==> src/rtl/hwpe_ctrl_ucode_dispatch.sv <==
// Microcode dispatch: captures offset sets from the microcode processor into a
// small descriptor FIFO and throttles the processor so no set is ever lost.
module hwpe_ctrl_ucode_dispatch #(
  parameter int unsigned NB_REG     = 4,
  parameter int unsigned REG_WIDTH  = 32,
  parameter int unsigned FIFO_DEPTH = 4
) (
  input  logic                        clk_i,
  input  logic                        rst_ni,
  input  logic                        clear_i,
  input  logic                        start_i,
  output logic                        ucode_enable_o,
  output logic                        ucode_clear_o,
  input  logic                        ucode_valid_i,
  input  logic                        ucode_done_i,
  input  logic                        ucode_accum_i,
  input  logic [NB_REG*REG_WIDTH-1:0] ucode_offs_i,
  output logic                        desc_valid_o,
  input  logic                        desc_ready_i,
  output logic [NB_REG*REG_WIDTH-1:0] desc_offs_o,
  output logic                        desc_accum_o,
  output logic                        desc_last_o,
  output logic                        busy_o,
  output logic                        done_o,
  output logic                        err_o
);

  localparam int unsigned OFFS_W = NB_REG * REG_WIDTH;
  localparam int unsigned PTR_W  = $clog2(FIFO_DEPTH);
  localparam int unsigned CNT_W  = PTR_W + 1;

  // Handshake: a descriptor transfers on a cycle where desc_valid_o & desc_ready_i;
  // while valid is high and ready low, the head entry and its fields stay stable.

  typedef enum logic [1:0] {IDLE, CLEAR, RUN, DRAIN} state_e;

  typedef struct packed {
    logic [OFFS_W-1:0] offs;
    logic              accum;
    logic              last;
  } entry_t;

  state_e             state_q, state_d;
  entry_t             mem_q [FIFO_DEPTH];
  entry_t             head;
  logic [PTR_W-1:0]   wptr_q, rptr_q;
  logic [CNT_W-1:0]   cnt_q, cnt_d;
  logic               err_q, done_q, done_d;
  logic               push, pop, full, wr_en, overflow;

  assign push     = ucode_valid_i & ((state_q == RUN) | (state_q == DRAIN));
  assign pop      = desc_valid_o & desc_ready_i;
  assign full     = (cnt_q == CNT_W'(FIFO_DEPTH));
  // A full FIFO still accepts a push when the head leaves in the same cycle.
  assign wr_en    = push & (~full | pop);
  assign overflow = push & full & ~pop;
  assign cnt_d    = cnt_q + CNT_W'(wr_en) - CNT_W'(pop);

  assign head         = mem_q[rptr_q];
  assign desc_valid_o = (cnt_q != '0);
  assign desc_offs_o  = desc_valid_o ? head.offs  : '0;
  assign desc_accum_o = desc_valid_o & head.accum;
  assign desc_last_o  = desc_valid_o & head.last;
  assign busy_o       = (state_q != IDLE);
  assign done_o       = done_q;
  assign err_o        = err_q;

  always_comb begin
    state_d        = state_q;
    ucode_enable_o = 1'b0;
    ucode_clear_o  = 1'b0;
    done_d         = 1'b0;
    case (state_q)
      IDLE:  if (start_i) state_d = CLEAR;
      CLEAR: begin
        ucode_clear_o = 1'b1;
        state_d       = RUN;
      end
      RUN: begin
        // Two free slots: one for this cycle, one for a set already in flight.
        ucode_enable_o = ((cnt_q - CNT_W'(pop)) <= CNT_W'(FIFO_DEPTH - 2));
        if (push && ucode_done_i) state_d = DRAIN;
      end
      DRAIN: begin
        if (cnt_d == '0) begin
          state_d = IDLE;
          done_d  = 1'b1;
        end
      end
      default: state_d = IDLE;
    endcase
  end

  always_ff @(posedge clk_i or negedge rst_ni) begin
    if (!rst_ni) begin
      state_q <= IDLE;
      wptr_q  <= '0;
      rptr_q  <= '0;
      cnt_q   <= '0;
      err_q   <= 1'b0;
      done_q  <= 1'b0;
    end else if (clear_i) begin
      state_q <= IDLE;
      wptr_q  <= '0;
      rptr_q  <= '0;
      cnt_q   <= '0;
      err_q   <= 1'b0;
      done_q  <= 1'b0;
    end else begin
      state_q <= state_d;
      done_q  <= done_d;
      cnt_q   <= cnt_d;
      if (wr_en) wptr_q <= wptr_q + PTR_W'(1);
      if (pop)   rptr_q <= rptr_q + PTR_W'(1);
      if (overflow) err_q <= 1'b1;
    end
  end

  // Storage needs no reset: entries are only visible when counted as occupied.
  always_ff @(posedge clk_i) begin
    if (wr_en && !clear_i) begin
      mem_q[wptr_q] <= '{offs: ucode_offs_i, accum: ucode_accum_i, last: ucode_done_i};
    end
  end

endmodule
==> config.mk <==
export PLATFORM = sky130hd
export DESIGN_NAME = hwpe_ctrl_ucode_dispatch
export DESIGN_NICKNAME = d
export VERILOG_FILES = /design/src/rtl/hwpe_ctrl_ucode_dispatch.sv
export SDC_FILE = /design/constraint.sdc
export NUM_CORES = 1
export LEC_CHECK = 0
export BUFFER_PORTS_ARGS = -buffer_cell sky130_fd_sc_hd__buf_2
export CAP_MARGIN = 30
export CORE_UTILIZATION = 40
export CTS_BUF_LIST = sky130_fd_sc_hd__clkbuf_8
export DETAILED_ROUTE_END_ITERATION = 12
export PLACE_DENSITY = 0.58
export SETUP_SLACK_MARGIN = 0.15
export SYNTH_ARGS = -nofsm -noshare
export SYNTH_HDL_FRONTEND = slang
export SYNTH_SLANG_ARGS = --single-unit
==> constraint.sdc <==
create_clock -name clk_i -period 11.22 [get_ports clk_i]
set_input_delay 2.244 -clock clk_i [delete_from_list [all_inputs] [get_ports clk_i]]
set_output_delay 2.244 -clock clk_i [all_outputs]
set_load 0.01 [all_outputs]
==> results.sh <==
export IMPL_dr_pass1_iters=4
export IMPL_synth_cell_types=30
export IMPL_io_pins=272
export IMPL_die_area_sq_um=51900
export IMPL_worst_slack_ns=5.11
export IMPL_cp_common_cell="buf_4"
export IMPL_dp_hpwl_microns=23700
export IMPL_grt_pass1_vias=10522
export IMPL_worstHoldPathType="register to register"
export IMPL_cts_hold_buf=0
export IMPL_synth_seq_area_share=0.779
export IMPL_syn_nets=1055
export IMPL_die_h_microns=228
export IMPL_place_congestion=0.733
export IMPL_cts_setup_buffers=0
export IMPL_vias=9822
export IMPL_worst_slew_pin_slew_ns=0.982
export IMPL_synth_warnings=0
export IMPL_syn_to_final_growth_pct=18.1
export IMPL_finClkSkew_ns=0.0364
export IMPL_regToRegSetupSlack_ns=7.94
export IMPL_die_w_microns=228
export IMPL_grt_usage=0.164
export IMPL_startpoint="rptr_q[0]$_DFFE_PN0P_"
export IMPL_syn_cell_area_sq_um=20400
export IMPL_setup_tns_ns=0
export IMPL_synth_seq_cells=531
export IMPL_status="complete, no violations"
export IMPL_dpl_worst_slack_ns=5.62
export IMPL_crit_fanout=42
export IMPL_syn_inst=905
export IMPL_hold_slack_ns=0.524
export IMPL_cp_data_required_time_ns=8.98
export IMPL_drv_slew=0
export IMPL_io_buffers=271
export IMPL_cts_buffer_depth=3
export IMPL_reg2reg_from="cnt_q[1]$_DFF_PN0_"
export IMPL_cts_root_buf="clkbuf_8"
export IMPL_initial_utilization=0.406
export IMPL_p_leak_nw=8.34
export IMPL_crit_path_end="desc_offs_o[115]"
export IMPL_cts_sinks=531
export IMPL_r2r_cells=11
export IMPL_slowest_delay_ns=0.81
export IMPL_power_density_nw_per_um2=211
export IMPL_detail_route_antenna_nets=0
export IMPL_rr_endpoint="state_q[0]$_DFFE_PN0P_"
export IMPL_maxCapViolations=0
export IMPL_critPathArrivalTime_ns=3.87
export IMPL_design_area_sq_um=24100
export IMPL_first_iter_violations=461
export IMPL_relSlewSlack=0.345
export IMPL_numCtsBuffers=89
export IMPL_clkLatencyLatePin_ns=0.65
export IMPL_drc=0
export IMPL_post_dp_cell_area_sq_um=22500
export IMPL_vias_per_cell=4.96
export IMPL_grt_start_max_net_pins=82
export IMPL_ctsHtreeMaxLevel=3
export IMPL_drive_above_1_share=0.405
export IMPL_fin_crit_sh=0.545
export IMPL_cts_resized=0
export IMPL_cp_start_kind="register"
export IMPL_rsz0062_at_grt="false"
export IMPL_row_count=82
export IMPL_critPathKind="register to output pin"
export IMPL_setup_violations=0
export IMPL_slowest_stage="buf_4"
export IMPL_wl_per_cell_microns=21.1
export IMPL_grt_overflow=0
export IMPL_drt_total_wl_microns=41800
export IMPL_grt_antenna_before_repair=8
export IMPL_cts_tree="done"
export IMPL_layout_min_cycle_time_ns=6.11
export IMPL_grt_pass1_wl_microns=64400
export IMPL_ir_drop_mv=0.189
export IMPL_avgSynthCellArea_sq_um=22.5
export IMPL_core_area_sq_um=50300
export IMPL_p_total_mw=5.08
export IMPL_hold_viol=0
export IMPL_nets=1386
export IMPL_critPathCaptureType="output pin"
export IMPL_path_cells="buf_4, buf_4, mux4_2, and2_1, buf_2"
export IMPL_fmax_ghz=0.164
export IMPL_path_clk_slew_ns=0.06
-- layout by cell type, fill, tap and decap left out, types with 2 or more instances in the layout --
| cell type | instances |
|---|---|
| a21oi_1 | 3 |
| and2_1 | 131 |
| and2_4 | 4 |
| buf_16 | 2 |
| buf_2 | 271 |
| buf_4 | 14 |
| clkbuf_8 | 92 |
| clkinv_1 | 20 |
| clkinv_2 | 6 |
| clkinvlp_4 | 3 |
| dfrtp_1 | 9 |
| dfrtp_4 | 2 |
| diode_2 | 4 |
| edfxtp_1 | 520 |
| ha_1 | 13 |
| inv_1 | 49 |
| mux4_2 | 130 |
| nand2_1 | 3 |
| nand4b_1 | 2 |
| nor2_1 | 9 |
| o21ai_0 | 2 |
| o311ai_1 | 2 |
| xor2_1 | 2 |
-- cell type report --
type	count	area, sq um
well taps	672	841
flip-flops and latches	531	15900
multi-input cells	316	4210
clock buffers	92	1270
clock inverters	68	300
diodes	4	10.0
inverters	11	41.3
fillers	4310	26200
repair buffers	287	1520
-- metrics by stage --
stage,utilization,cells
5_1_grt,0.479,1980
4_1_cts,0.478,1976
2_1_floorplan,-,905
3_5_place_dp,0.447,1816
6_report,0.479,1981
3_3_place_gp,0.447,1815
-- cells by family after synthesis --
kind of cell             Yosys count  share of synthesized area
buffers and inverters             58                     0.0154
XOR/XNOR                           4                    0.00239
AO/OA/AOI/OAI                      9                    0.00294
AND/OR/NAND/NOR                  158                     0.0474
flip-flops                       531                      0.779
adder cells (fa/ha/maj)           14                    0.00895
multiplexers                     131                      0.144
-- worst max-delay path: cells and delay by family, from the launching register on --
kind                   cells  cell delay, ns
and+or+nand+nor            1            0.19
muxes                      1            0.60
buffers and inverters      3            1.55
DFF                        1            0.80
-- Yosys cell counts --
| cell | n | area share |
|---|---|---|
| xor2_1 | 2 | 0.00086 |
| nand2b_1 | 1 | 0.00031 |
| ha_1 | 13 | 0.0080 |
| a21oi_1 | 3 | 0.00074 |
| a21o_1 | 1 | 0.00037 |
| xnor2_1 | 1 | 0.00043 |
| edfxtp_1 | 520 | 0.77 |
| nand2_1 | 3 | 0.00055 |
| fa_1 | 1 | 0.00098 |
| clkbuf_1 | 20 | 0.0037 |
| a21bo_2 | 1 | 0.00049 |
| or3_1 | 2 | 0.00061 |
| xnor3_1 | 1 | 0.0011 |
| mux2i_1 | 1 | 0.00049 |
| nor2b_1 | 1 | 0.00031 |
| dfrtp_1 | 11 | 0.013 |
| nand3b_1 | 1 | 0.00037 |
| buf_2 | 17 | 0.0042 |
| and2_1 | 135 | 0.041 |
| nand4b_1 | 2 | 0.00086 |
| or2_2 | 1 | 0.00031 |
| nor2_1 | 9 | 0.0017 |
| buf_6 | 10 | 0.0055 |
| inv_1 | 11 | 0.0020 |
| nor4b_1 | 1 | 0.00043 |
| o21ai_0 | 2 | 0.00049 |
| mux4_2 | 130 | 0.14 |
| nor3b_1 | 1 | 0.00037 |
| nand3_1 | 1 | 0.00025 |
| o311ai_1 | 2 | 0.00086 |
-- power breakdown --
group          total [mW]  internal, mW  switching (mW)
logic                1.28         0.608           0.669
clock network        1.51         0.778           0.736
registers            2.29          2.24          0.0499
-- flip-flops by register name (all words and copies together), names as in the netlist --
register / flops
cnt_q: 3
done_o: 1
err_o: 1
mem_q: 520
rptr_q: 2
state_q: 2
wptr_q: 2
-- metal layers --
layer / global-route usage / wire, microns / vias up
li1: - / - / 4358
met1: 0.220 / 18100 / 5101
met2: 0.256 / 19900 / 262
met3: 0.0511 / 2680 / 91
met4: 0.0545 / 1010 / 10
met5: 0 / 59 / -
-- how the worst min path moves through the flow --
stage | start | endpoint | slack (ns) | cells after the start
final | err_o$_DFFE_PN0P_ | err_o$_DFFE_PN0P_ | 0.52 | 2
after global routing | err_o$_DFFE_PN0P_ | err_o$_DFFE_PN0P_ | 0.56 | 2
after CTS | err_o$_DFFE_PN0P_ | err_o$_DFFE_PN0P_ | 0.55 | 2
after detailed placement | err_o$_DFFE_PN0P_ | err_o$_DFFE_PN0P_ | 0.52 | 2
after global placement | err_o$_DFFE_PN0P_ | err_o$_DFFE_PN0P_ | 0.49 | 2
after floorplan | err_o$_DFFE_PN0P_ | err_o$_DFFE_PN0P_ | 0.53 | 2
No activity file was read; power rests on OpenSTA's default activity.
